### config.mk
export PLATFORM = sky130hd
export DESIGN_NAME = bitsum_requester
export DESIGN_NICKNAME = d
export VERILOG_FILES = /design/src/rtl/bitsum_requester.sv
export SDC_FILE = /design/constraint.sdc
export NUM_CORES = 1
export LEC_CHECK = 0
export BUFFER_PORTS_ARGS = -buffer_cell sky130_fd_sc_hd__clkbuf_2
export CAP_MARGIN = 0
export CORE_ASPECT_RATIO = 1.1
export CORE_MARGIN = 5
export CORE_UTILIZATION = 51
export CTS_CLUSTER_SIZE = 20
export DETAILED_ROUTE_END_ITERATION = 10
export MAX_ROUTING_LAYER = met4
export PLACE_DENSITY = 0.85
export SYNTH_ARGS = -nofsm -noshare
export SYNTH_HDL_FRONTEND = slang
export SYNTH_SLANG_ARGS = --single-unit
### constraint.sdc
create_clock -name clk -period 5.12 [get_ports clk]
set_input_delay 0.512 -clock clk [delete_from_list [all_inputs] [get_ports clk]]
set_output_delay 0.512 -clock clk [all_outputs]
set_load 0.03 [all_outputs]
### src/rtl/bitsum_requester.sv
// Initiator for a start/finish compute core: takes operands on a valid/ready stream, holds each
// one on the core as a start request, and returns the captured result (or a timeout marker).
`timescale 1ns / 1ps

module bitsum_requester #(
  parameter int unsigned WIDTH   = 32,
  parameter int unsigned RESW    = 32,
  parameter int unsigned GAP     = 2,
  parameter int unsigned TIMEOUT = 64
) (
  input  logic             clk,
  input  logic             rst,
  input  logic             s_valid,
  output logic             s_ready,
  input  logic [WIDTH-1:0] s_data,
  output logic             core_start,
  output logic [WIDTH-1:0] core_in,
  input  logic             core_finish,
  input  logic [RESW-1:0]  core_result,
  output logic             m_valid,
  input  logic             m_ready,
  output logic [RESW-1:0]  m_data,
  output logic             m_timeout,
  output logic             busy,
  output logic [7:0]       err_count
);

  localparam int unsigned GcW = $clog2(GAP + 1);
  localparam int unsigned RcW = $clog2(TIMEOUT);

  localparam logic [GcW-1:0] GapMax  = GcW'(GAP);
  localparam logic [GcW-1:0] GapLast = GcW'(GAP - 1);
  localparam logic [RcW-1:0] ReqLast = RcW'(TIMEOUT - 1);

  typedef enum logic [1:0] {StIdle, StGap, StReq, StOut} state_e;

  state_e           state_q;
  logic [GcW-1:0]   gap_cnt_q;
  logic [RcW-1:0]   req_cnt_q;
  logic [WIDTH-1:0] core_in_q;
  logic [RESW-1:0]  m_data_q;
  logic             m_timeout_q;
  logic [7:0]       err_count_q;
  logic             fin_qual;

  // A finish seen on the first request edge may belong to the previous transaction.
  assign fin_qual = core_finish && (req_cnt_q != '0);

  always_ff @(posedge clk) begin
    if (!rst) begin
      state_q     <= StIdle;
      gap_cnt_q   <= '0;
      req_cnt_q   <= '0;
      core_in_q   <= '0;
      m_data_q    <= '0;
      m_timeout_q <= 1'b0;
      err_count_q <= '0;
    end else begin
      unique case (state_q)
        StIdle: begin
          if (s_valid) begin
            core_in_q <= s_data;
            gap_cnt_q <= '0;
            state_q   <= StGap;
          end
        end
        StGap: begin
          if (gap_cnt_q != GapMax) begin
            gap_cnt_q <= gap_cnt_q + 1'b1;
          end
          // A finish still high from the last request keeps us parked here.
          if ((gap_cnt_q >= GapLast) && !core_finish) begin
            req_cnt_q <= '0;
            state_q   <= StReq;
          end
        end
        StReq: begin
          req_cnt_q <= req_cnt_q + 1'b1;
          if (fin_qual) begin
            m_data_q    <= core_result;
            m_timeout_q <= 1'b0;
            state_q     <= StOut;
          end else if (req_cnt_q == ReqLast) begin
            m_data_q    <= '0;
            m_timeout_q <= 1'b1;
            if (err_count_q != 8'hFF) begin
              err_count_q <= err_count_q + 8'd1;
            end
            state_q <= StOut;
          end
        end
        StOut: begin
          if (m_ready) begin
            state_q <= StIdle;
          end
        end
        default: state_q <= StIdle;
      endcase
    end
  end

  assign s_ready    = (state_q == StIdle) && rst;
  assign core_start = (state_q == StReq);
  assign m_valid    = (state_q == StOut);
  assign busy       = (state_q != StIdle);
  assign core_in    = core_in_q;
  assign m_data     = m_data_q;
  assign m_timeout  = m_timeout_q;
  assign err_count  = err_count_q;

endmodule

==> results of run 1 <==
==> per-stage QoR <==
| step | hold slack, ns | cells | setup WS [ns] | utilization |
|---|---|---|---|---|
| floorplan | 0.4723 | 427 | 3.012 | - |
| global placement | 0.4414 | 627 | 2.785 | 0.6316 |
| detailed placement | 0.4493 | 627 | 2.738 | 0.6316 |
| CTS | 0.3724 | 642 | 2.853 | 0.6559 |
| global route | 0.3797 | 642 | 2.647 | 0.6559 |
| finish | 0.3882 | 642 | 2.851 | 0.6559 |
==> final cells by class <==
class                   count  area share
flip-flops and latches     83      0.3865
clock buffers              10     0.02969
clock inverters             5    0.007276
multi-input cells         304      0.3708
inverters                  11    0.009604
well taps                  82     0.02386
repair buffers            147      0.1723
==> cells by family (layout without fill, tap and decap cells) <==
group,count (synthesis),after routing,share of synthesized area
xor gates and xnor gates,4,4,0.01025
AOI/OAI and AO/OA,104,104,0.1706
muxes,1,1,0.002928
and+or+nand+nor,185,185,0.2460
adders and majority gates,10,10,0.03660
buffers and inverters,40,173,0.04758
DFF,83,83,0.4861
==> power by group through the flow <==
stage,clock (uW),combinational [uW],sequential (uW)
2_1_floorplan,0,244,819
3_3_place_gp,0,437,740
3_5_place_dp,0,449,743
4_1_cts,403,451,728
5_1_grt,426,496,734
6_report,389,449,728
==> worst max-delay path by stage <==
| stage | from | to | cells after the start |
|---|---|---|---|
| 2_1_floorplan | state_q[0] | err_count[6] | 7 |
| 3_3_place_gp | rst | state_q[1] | 6 |
| 3_5_place_dp | rst | state_q[1] | 6 |
| 4_1_cts | state_q[0] | err_count[3] | 6 |
| 5_1_grt | state_q[0] | err_count[5] | 6 |
| 6_report | state_q[0] | err_count[3] | 6 |
==> flip-flops by register name, summed over array words and instances, names as in the netlist <==
signal     flops
core_in       32
m_timeout      1
gap_cnt_q      2
m_data        32
req_cnt_q      6
state_q        2
err_count      8
==> synthesized netlist by cell type <==
| master | number |
|---|---|
| sky130_fd_sc_hd__nor2_1 | 11 |
| sky130_fd_sc_hd__and3_1 | 3 |
| sky130_fd_sc_hd__ha_1 | 10 |
| sky130_fd_sc_hd__dfxtp_1 | 83 |
| sky130_fd_sc_hd__or4b_4 | 1 |
| sky130_fd_sc_hd__o211ai_1 | 2 |
| sky130_fd_sc_hd__nor3_1 | 3 |
| sky130_fd_sc_hd__mux2i_1 | 1 |
| sky130_fd_sc_hd__o21a_1 | 1 |
| sky130_fd_sc_hd__clkbuf_2 | 1 |
| sky130_fd_sc_hd__o211a_1 | 1 |
| sky130_fd_sc_hd__o21ai_0 | 9 |
| sky130_fd_sc_hd__or3_1 | 1 |
| sky130_fd_sc_hd__and4_1 | 1 |
| sky130_fd_sc_hd__nand2_1 | 103 |
| sky130_fd_sc_hd__clkbuf_1 | 24 |
| sky130_fd_sc_hd__a31o_2 | 2 |
| sky130_fd_sc_hd__or3_2 | 2 |
| sky130_fd_sc_hd__nand2b_1 | 3 |
| sky130_fd_sc_hd__and2_1 | 2 |
| sky130_fd_sc_hd__inv_2 | 1 |
| sky130_fd_sc_hd__nand4_1 | 1 |
| sky130_fd_sc_hd__nor3b_1 | 1 |
| sky130_fd_sc_hd__nor4_1 | 2 |
| sky130_fd_sc_hd__a311o_1 | 2 |
| sky130_fd_sc_hd__nand3b_1 | 1 |
| sky130_fd_sc_hd__o31ai_1 | 7 |
| sky130_fd_sc_hd__nor2b_1 | 1 |
| sky130_fd_sc_hd__a21oi_1 | 77 |
| sky130_fd_sc_hd__and3_2 | 1 |
| sky130_fd_sc_hd__xnor2_1 | 4 |
| sky130_fd_sc_hd__buf_2 | 3 |
| sky130_fd_sc_hd__inv_1 | 10 |
| sky130_fd_sc_hd__a211oi_1 | 2 |
| sky130_fd_sc_hd__or3b_2 | 1 |
| sky130_fd_sc_hd__buf_6 | 1 |
| sky130_fd_sc_hd__o21a_4 | 1 |
| sky130_fd_sc_hd__nand3_1 | 42 |
| sky130_fd_sc_hd__or4_1 | 5 |
==> worst reg2reg max path, delay by kind of cell (launching register included) <==
kind,cells,cell delay (ns)
flops,1,0.33
fa+ha+maj,1,0.40
buf+inv,1,0.13
compound gates,1,0.15
simple gates,3,1.20
==> routing by layer <==
layer,part of all wire,vias up,global-route usage
met5,0,-,-
met4,0.014,0,0.08438
met3,0.078,13,0.03596
met2,0.48,129,0.3505
met1,0.42,1595,0.2471
li1,-,1712,-
==> placed cells by master (no fill, tap or decap), types with 9 or more instances in the layout <==
| cell | n |
|---|---|
| sky130_fd_sc_hd__nand2_1 | 103 |
| sky130_fd_sc_hd__o21ai_0 | 9 |
| sky130_fd_sc_hd__a21oi_1 | 77 |
| sky130_fd_sc_hd__dfxtp_1 | 83 |
| sky130_fd_sc_hd__clkbuf_8 | 9 |
| sky130_fd_sc_hd__ha_1 | 10 |
| sky130_fd_sc_hd__clkbuf_2 | 145 |
| sky130_fd_sc_hd__nor2_1 | 11 |
| sky130_fd_sc_hd__nand3_1 | 42 |
| sky130_fd_sc_hd__inv_1 | 10 |
==> impl_metrics.env, run 1 <==
export IMPL_status="completed"
export IMPL_multi_input_area_um2=1594
export IMPL_post_cts_resized_instances=0
export IMPL_power_net_switching_uw=561.3
export IMPL_p_per_area_nw_per_um2=364.3
export IMPL_r2r_cells=6
export IMPL_mappedNetlistArea_um2=3418
export IMPL_clock_sinks=83
export IMPL_critPathArrivalTime_ns=2.54
export IMPL_slew_headroom=0.2837
export IMPL_tritoncts_clock_tree="done"
export IMPL_finalSetupViolations=0
export IMPL_finish_instance_area_um2=4299
export IMPL_io_pins=146
export IMPL_via_count=3449
export IMPL_peakVddDrop_v=0.0002753
export IMPL_setup_slack_on_the_worst_flop_to_flop_path_ns=2.85
export IMPL_crit_type="reg2reg"
export IMPL_cell_at_the_root_of_the_clock_tree="sky130_fd_sc_hd__clkbuf_8"
export IMPL_max_cap_violations=0
export IMPL_worstPathCellList="inv_1 > ha_1 > nand3_1 > or4_1 > or4_1 > a21oi_1"
export IMPL_seqCellArea_um2=1662
export IMPL_worstReg2RegEnd="err_count[3]"
export IMPL_drt_pass1_iterations=4
export IMPL_antenna_diode_count=0
export IMPL_critical_path_top_cell_by_count="sky130_fd_sc_hd__or4_1"
export IMPL_groute_usage_overall=0.2082
export IMPL_area_of_the_die_um2=8442
export IMPL_yosys_top_cells_area="sky130_fd_sc_hd__dfxtp_1, sky130_fd_sc_hd__nand2_1, sky130_fd_sc_hd__a21oi_1"
export IMPL_die_h_um=95.87
export IMPL_nets=635
export IMPL_endpoint_required_time_on_the_critical_path_ns=5.39
export IMPL_grt_setup_unrepaired="false"
export IMPL_final_max_slew_violation_count=0
export IMPL_grt_first_pass_wirelength_um=13790
export IMPL_synth_yosys_warnings=0
export IMPL_cts_setup_buffers=0
export IMPL_viasPerCell=5.372
export IMPL_sw_frac_of_total=0.3584
export IMPL_synth_cells=427
export IMPL_clkLatencyLatePin_ns=0.34
export IMPL_setup_tns_final_ns=0
export IMPL_share_clk_of_total_power=0.249
export IMPL_comb_power_share=0.287
export IMPL_clock_tree_htree_level_count=3
export IMPL_tightestPinTransition_ns=1.074
export IMPL_yosysUniqueCellTypes=39
export IMPL_synth_largest_type_area_fraction=0.4861
export IMPL_area_growth_synth_to_final_pct=25.77
export IMPL_holdCritStartpoint="s_data[8]"
export IMPL_holdBufCountCts=0
export IMPL_drt_drc_violations_left=0
export IMPL_critical_path_buf_inv_count=1
export IMPL_gpl_final_weighted_congestion=0.7861
export IMPL_timing_hold_violations_final=0
export IMPL_startpoint_types="flip-flop"
export IMPL_final_antenna_net_count=0
export IMPL_cts_clk_slew_worst_paths_ns=0.08
export IMPL_regToRegStartpoint="state_q[0]"
export IMPL_fin_crit_sh=0.4432
export IMPL_worst_path_max_delay_cell="sky130_fd_sc_hd__or4_1"
export IMPL_n_fill_cell=597
export IMPL_seq_area_frac_synth=0.4861
export IMPL_dpl_hpwl_um=6346
export IMPL_fin_skew_ns=0.01162
export IMPL_critPathTopFamily="simple AND/OR/NAND/NOR gates"
export IMPL_number_of_global_route_vias_before_repair=3252
export IMPL_min_path_type="in2reg"
export IMPL_largest_net_degree_at_the_start_of_global_routing=47
export IMPL_synth_top_area_cell="sky130_fd_sc_hd__dfxtp_1"
export IMPL_route_detailed_wl_per_inst_um=13.54
export IMPL_worstSetupEndpointType="flip-flop"
export IMPL_final_layout_size_suffix_gt1_frac=0.3036
export IMPL_cell_internal_pwr_uw=1005
export IMPL_p_seq_frac=0.465
export IMPL_max_freq_mhz=440.6
export IMPL_grt_antenna_before_repair=0
export IMPL_fp_row_count=31
export IMPL_timing_critical_path_slowest_cell_delay_ns=0.56
export IMPL_initial_core_utilization=0.5215
export IMPL_design_core_area_um2=6555
export IMPL_hold_end="core_in[8]"
export IMPL_floorplan_die_width_um=88.06
export IMPL_grt_overflow_total=0
export IMPL_numPortBuffers=145
export IMPL_power_total_uw=1566
export IMPL_drt_iter0_drc=187
export IMPL_synth_nets=506
export IMPL_finalWorstPathRequiredPeriod_ns=2.269
export IMPL_static_leakage_power_uw=0.001851
export IMPL_ctsLongestPathBuffers=2
export IMPL_cts_inserted_buffers=9
export IMPL_postPlaceCellArea_um2=4140
export IMPL_postRouteWirelength_um=8695
export IMPL_maximum_fanout_along_the_worst_path=12
export IMPL_syn_avg_cell_area_um2=8.005
export IMPL_ys_ff_latch=83
export IMPL_whs_path_depth=3
Power figures use the tool's default switching activity.
==> inputs of run 2 (changes only) <==
- CORE_UTILIZATION: 51 -> 47
- PLACE_DENSITY: 0.85 -> 0.79
- clock period: 5.12 -> 2.3 ns (I/O delays scaled with it)
==> impl_metrics.env, run 2 (synthesized netlist as in run 1, its figures left out) <==
export IMPL_status="completed"
export IMPL_numPortBuffers=145
export IMPL_fp_row_count=32
export IMPL_setup_tns_final_ns=0
export IMPL_number_of_global_route_vias_before_repair=3303
export IMPL_worstReg2RegEnd="err_count[5]"
export IMPL_power_total_uw=3798
export IMPL_comb_power_share=0.267
export IMPL_layout_commonest_cell="sky130_fd_sc_hd__clkbuf_2"
export IMPL_final_layout_size_suffix_gt1_frac=0.3139
export IMPL_drt_drc_violations_left=0
export IMPL_drt_pass1_iterations=4
export IMPL_holdCritStartpoint="core_result[30]"
export IMPL_grt_overflow_total=0
export IMPL_viasPerCell=5.245
export IMPL_clock_sinks=83
export IMPL_antenna_diode_count=0
export IMPL_startpoint_types="flip-flop"
export IMPL_via_count=3420
export IMPL_crit_type="reg2reg"
export IMPL_tightestPinTransition_ns=0.5897
export IMPL_grt_antenna_before_repair=0
export IMPL_critical_path_buf_inv_count=1
export IMPL_ctsLongestPathBuffers=2
export IMPL_dpl_hpwl_um=6418
export IMPL_regToRegStartpoint="state_q[0]"
export IMPL_cp_depth=6
export IMPL_mostFrequentLayoutCells="sky130_fd_sc_hd__clkbuf_2, sky130_fd_sc_hd__nand2_1, sky130_fd_sc_hd__dfxtp_1"
export IMPL_clkLatencyLatePin_ns=0.35
export IMPL_finalSetupViolations=0
export IMPL_critPathTopFamily="simple AND/OR/NAND/NOR gates"
export IMPL_cts_inserted_buffers=9
export IMPL_gpl_final_weighted_congestion=0.8584
export IMPL_worst_path_max_delay_cell="sky130_fd_sc_hd__or4_1"
export IMPL_fin_crit_sh=0.8796
export IMPL_timing_critical_path_slowest_cell_delay_ns=0.55
export IMPL_whs_path_depth=3
export IMPL_post_cts_resized_instances=0
export IMPL_endpoint_required_time_on_the_critical_path_ns=2.58
export IMPL_initial_core_utilization=0.4851
export IMPL_clock_tree_htree_level_count=3
export IMPL_final_core_utilization=0.6284
export IMPL_peakVddDrop_v=0.0005951
export IMPL_postPlaceCellArea_um2=4202
export IMPL_power_net_switching_uw=1285
export IMPL_timing_hold_violations_final=0
export IMPL_finalWorstPathRequiredPeriod_ns=2.023
export IMPL_max_cap_violations=0
export IMPL_hold_end="m_data[30]"
export IMPL_grt_first_pass_wirelength_um=14610
export IMPL_slew_headroom=0.6069
export IMPL_route_detailed_wl_per_inst_um=13.30
export IMPL_setup_slack_on_the_worst_flop_to_flop_path_ns=0.28
export IMPL_finish_cell_count_without_fillers=652
export IMPL_max_freq_mhz=494.3
export IMPL_worstPathCellList="inv_1 > ha_1 > nand3_1 > or4_1 > or4_1 > a21oi_1"
export IMPL_worstSetupEndpointType="flip-flop"
export IMPL_share_clk_of_total_power=0.307
export IMPL_grt_setup_unrepaired="false"
export IMPL_finish_instance_area_um2=4428
export IMPL_p_seq_frac=0.426
export IMPL_critPathArrivalTime_ns=2.30
export IMPL_tritoncts_clock_tree="done"
export IMPL_sw_frac_of_total=0.3384
export IMPL_nets=641
export IMPL_cell_at_the_root_of_the_clock_tree="sky130_fd_sc_hd__clkbuf_8"
export IMPL_die_h_um=99.45
export IMPL_postRouteWirelength_um=8674
export IMPL_r2r_cells=6
export IMPL_maximum_fanout_along_the_worst_path=9
export IMPL_design_core_area_um2=7047
export IMPL_area_of_the_die_um2=9080
export IMPL_fin_skew_ns=0.01022
export IMPL_cts_clk_slew_worst_paths_ns=0.09
export IMPL_final_antenna_net_count=0
export IMPL_p_per_area_nw_per_um2=857.8
export IMPL_groute_usage_overall=0.1969
export IMPL_floorplan_die_width_um=91.31
export IMPL_placedCellCount=636
export IMPL_drt_iter0_drc=160
export IMPL_area_growth_synth_to_final_pct=29.54
export IMPL_min_path_type="in2reg"
export IMPL_cell_internal_pwr_uw=2513
export IMPL_cts_setup_buffers=0
export IMPL_static_leakage_power_uw=0.001914
export IMPL_n_fill_cell=632
export IMPL_holdBufCountCts=0
export IMPL_final_max_slew_violation_count=0
export IMPL_critical_path_top_cell_by_count="sky130_fd_sc_hd__or4_1"
export IMPL_largest_net_degree_at_the_start_of_global_routing=35
export IMPL_io_pins=146
run 2: worst min-delay path: cells and delay by family:
family,cells,cell delay [ns]
AND/OR/NAND/NOR,1,0.04
AO/OA/AOI/OAI,1,0.05
buffers and inverters,1,0.08
run 2: how the worst max path moves through the flow:
stage / from / to
4_1_cts: state_q[0] / err_count[5]
2_1_floorplan: state_q[0] / err_count[6]
3_5_place_dp: state_q[0] / err_count[5]
3_3_place_gp: state_q[0] / err_count[3]
6_report: state_q[0] / err_count[5]
5_1_grt: state_q[0] / err_count[5]
run 2: area by class of cell:
cell class              count  area (um2)  share of cell area
well taps                  85       106.4             0.02402
repair buffers            153       798.3              0.1803
clock buffers              10       137.6             0.03108
clock inverters             6       88.84             0.02006
inverters                  11       41.29            0.009325
multi-input cells         304        1594              0.3600
flip-flops and latches     83        1662              0.3752
run 2: metal layers:
layer	part of all wire	global-route usage	vias to the layer above	routed length (um)
li1	-	-	1730	-
met1	0.43	0.2415	1544	3770
met2	0.47	0.3119	131	4042
met3	0.083	0.04690	15	718
met4	0.016	0.08014	0	142
met5	0	-	-	0
run 2: power by group through the flow:
| stage | sequential [uW] | clock [uW] | combinational, uW |
|---|---|---|---|
| floorplan | 1820 | 0 | 543 |
| global placement | 1640 | 0 | 1000 |
| detailed placement | 1650 | 0 | 1020 |
| CTS | 1620 | 1200 | 1020 |
| global route | 1630 | 1270 | 1130 |
| finish | 1620 | 1170 | 1020 |
run 2: through the flow:
step / hold WS (ns) / worst slack [ns]
after floorplan: 0.3590 / 0.1917
after global placement: 0.4413 / 0.3580
after detailed placement: 0.4472 / 0.2919
after CTS: 0.07436 / 0.2896
after global routing: 0.07882 / 0.1373
final: 0.09020 / 0.2770
==> inputs of run 3 (changes only) <==
- ABC_CLOCK_PERIOD_IN_PS: unset -> 2300
- PLACE_DENSITY: 0.79 -> unset
- PLACE_DENSITY_LB_ADDON: unset -> 0.2
==> impl_metrics.env, run 3 (synthesized netlist as in run 1, its figures left out) <==
export IMPL_status="completed"
export IMPL_peakVddDrop_v=0.0007513
export IMPL_number_of_global_route_vias_before_repair=3212
export IMPL_mostFrequentLayoutCells="sky130_fd_sc_hd__clkbuf_2, sky130_fd_sc_hd__nand2_1, sky130_fd_sc_hd__dfxtp_1"
export IMPL_area_growth_synth_to_final_pct=28.73
export IMPL_static_leakage_power_uw=0.001906
export IMPL_clock_tree_htree_level_count=3
export IMPL_grt_setup_unrepaired="false"
export IMPL_worstReg2RegEnd="err_count[5]"
export IMPL_fp_row_count=32
export IMPL_startpoint_types="flip-flop"
export IMPL_worstSetupEndpointType="flip-flop"
export IMPL_largest_net_degree_at_the_start_of_global_routing=54
export IMPL_final_layout_size_suffix_gt1_frac=0.3151
export IMPL_finish_cell_count_without_fillers=653
export IMPL_ctsLongestPathBuffers=2
export IMPL_whs_path_depth=3
export IMPL_global_route_usage_met2=0.3219
export IMPL_met1_usage=0.2295
export IMPL_floorplan_die_width_um=91.31
export IMPL_power_total_uw=3706
export IMPL_cts_inserted_buffers=9
export IMPL_setup_slack_on_the_worst_flop_to_flop_path_ns=0.28
export IMPL_max_freq_mhz=495.7
export IMPL_timing_hold_violations_final=0
export IMPL_grt_antenna_before_repair=0
export IMPL_die_h_um=99.45
export IMPL_route_detailed_wl_per_inst_um=13.49
export IMPL_p_per_area_nw_per_um2=842.2
export IMPL_n_fill_cell=648
export IMPL_globalRoute_busiestLayer="met2"
export IMPL_grt_met3_usage=0.05295
export IMPL_critPathArrivalTime_ns=2.29
export IMPL_finalSetupViolations=0
export IMPL_final_max_slew_violation_count=0
export IMPL_via_count=3415
export IMPL_final_antenna_net_count=0
export IMPL_setup_tns_final_ns=0
export IMPL_tightestPinTransition_ns=0.5995
export IMPL_layout_commonest_cell="sky130_fd_sc_hd__clkbuf_2"
export IMPL_area_of_the_die_um2=9080
export IMPL_grt_overflow_total=0
export IMPL_fin_crit_sh=0.8771
export IMPL_min_path_type="in2reg"
export IMPL_regToRegStartpoint="state_q[0]"
export IMPL_holdBufCountCts=0
export IMPL_postRouteWirelength_um=8807
export IMPL_nets=642
export IMPL_finalWorstPathRequiredPeriod_ns=2.017
export IMPL_r2r_cells=6
export IMPL_numPortBuffers=145
export IMPL_crit_type="reg2reg"
export IMPL_holdCritStartpoint="core_result[27]"
export IMPL_dpl_hpwl_um=6392
export IMPL_post_cts_resized_instances=0
export IMPL_max_cap_violations=0
export IMPL_clock_sinks=83
export IMPL_viasPerCell=5.230
export IMPL_clkLatencyLatePin_ns=0.34
export IMPL_groute_usage_overall=0.1948
export IMPL_drt_pass1_iterations=4
export IMPL_endpoint_required_time_on_the_critical_path_ns=2.57
export IMPL_gpl_final_weighted_congestion=0.8566
export IMPL_worst_slack_placed_ns=0.3064
export IMPL_cts_setup_buffers=0
export IMPL_cell_at_the_root_of_the_clock_tree="sky130_fd_sc_hd__clkbuf_8"
export IMPL_fin_skew_ns=0.01417
export IMPL_final_critical_path_setup_slack_ns=0.2826
export IMPL_antenna_diode_count=0
export IMPL_io_pins=146
export IMPL_cts_clk_slew_worst_paths_ns=0.09
export IMPL_drt_drc_violations_left=0
export IMPL_initial_core_utilization=0.4851
export IMPL_design_core_area_um2=7047
export IMPL_slew_headroom=0.6003
export IMPL_maximum_fanout_along_the_worst_path=9
export IMPL_placedCellCount=637
export IMPL_tritoncts_clock_tree="done"
export IMPL_drt_iter0_drc=140
export IMPL_hold_end="m_data[27]"
export IMPL_grt_first_pass_wirelength_um=14470
-- run 3: report_power, final --
group          internal, uW  switching, uW
logic                   318            703
clock network           519            551
registers              1550           62.2
-- run 3: layer usage --
metal | routed length (um) | vias up
met5 | 0 | -
met4 | 142 | 0
met3 | 705 | 14
met2 | 4286 | 119
met1 | 3673 | 1552
li1 | - | 1730
-- run 3: worst max-delay path, stage by stage (launching register included) --
cell and delay, ns:
sky130_fd_sc_hd__dfxtp_1 0.34, sky130_fd_sc_hd__inv_1 0.13, sky130_fd_sc_hd__ha_1 0.18, sky130_fd_sc_hd__nand3_1 0.09, sky130_fd_sc_hd__or4_1 0.56, sky130_fd_sc_hd__or4_1 0.51
sky130_fd_sc_hd__a21oi_1 0.15
-- run 3: through the flow --
step           instance area, um2  hold WS, ns    util
2_1_floorplan                3418       0.3590       -
3_3_place_gp                 4197       0.4409  0.5955
3_5_place_dp                 4197       0.4456  0.5955
4_1_cts                      4400      0.07401  0.6245
5_1_grt                      4400      0.07406  0.6245
6_report                     4400      0.09083  0.6245
-- run 3: final cells by class --
type	instances	area, um2	share of cell area
flip-flops and latches	83	1662	0.3776
multi-input cells	304	1594	0.3622
well taps	85	106.4	0.02417
clock buffers	9	123.9	0.02815
clock inverters	7	80.08	0.01820
inverters	11	41.29	0.009383
repair buffers	154	793.3	0.1803
-- run 3: how the worst max path moves through the flow --
| stage | endpoint | slack, ns | start | cells after the start |
|---|---|---|---|---|
| floorplan | err_count[6] | 0.19 | state_q[0] | 7 |
| global placement | err_count[3] | 0.38 | state_q[0] | 6 |
| detailed placement | err_count[6] | 0.31 | req_cnt_q[0] | 6 |
| CTS | err_count[5] | 0.29 | state_q[0] | 6 |
| global route | err_count[3] | 0.14 | state_q[0] | 6 |
| finish | err_count[5] | 0.28 | state_q[0] | 6 |
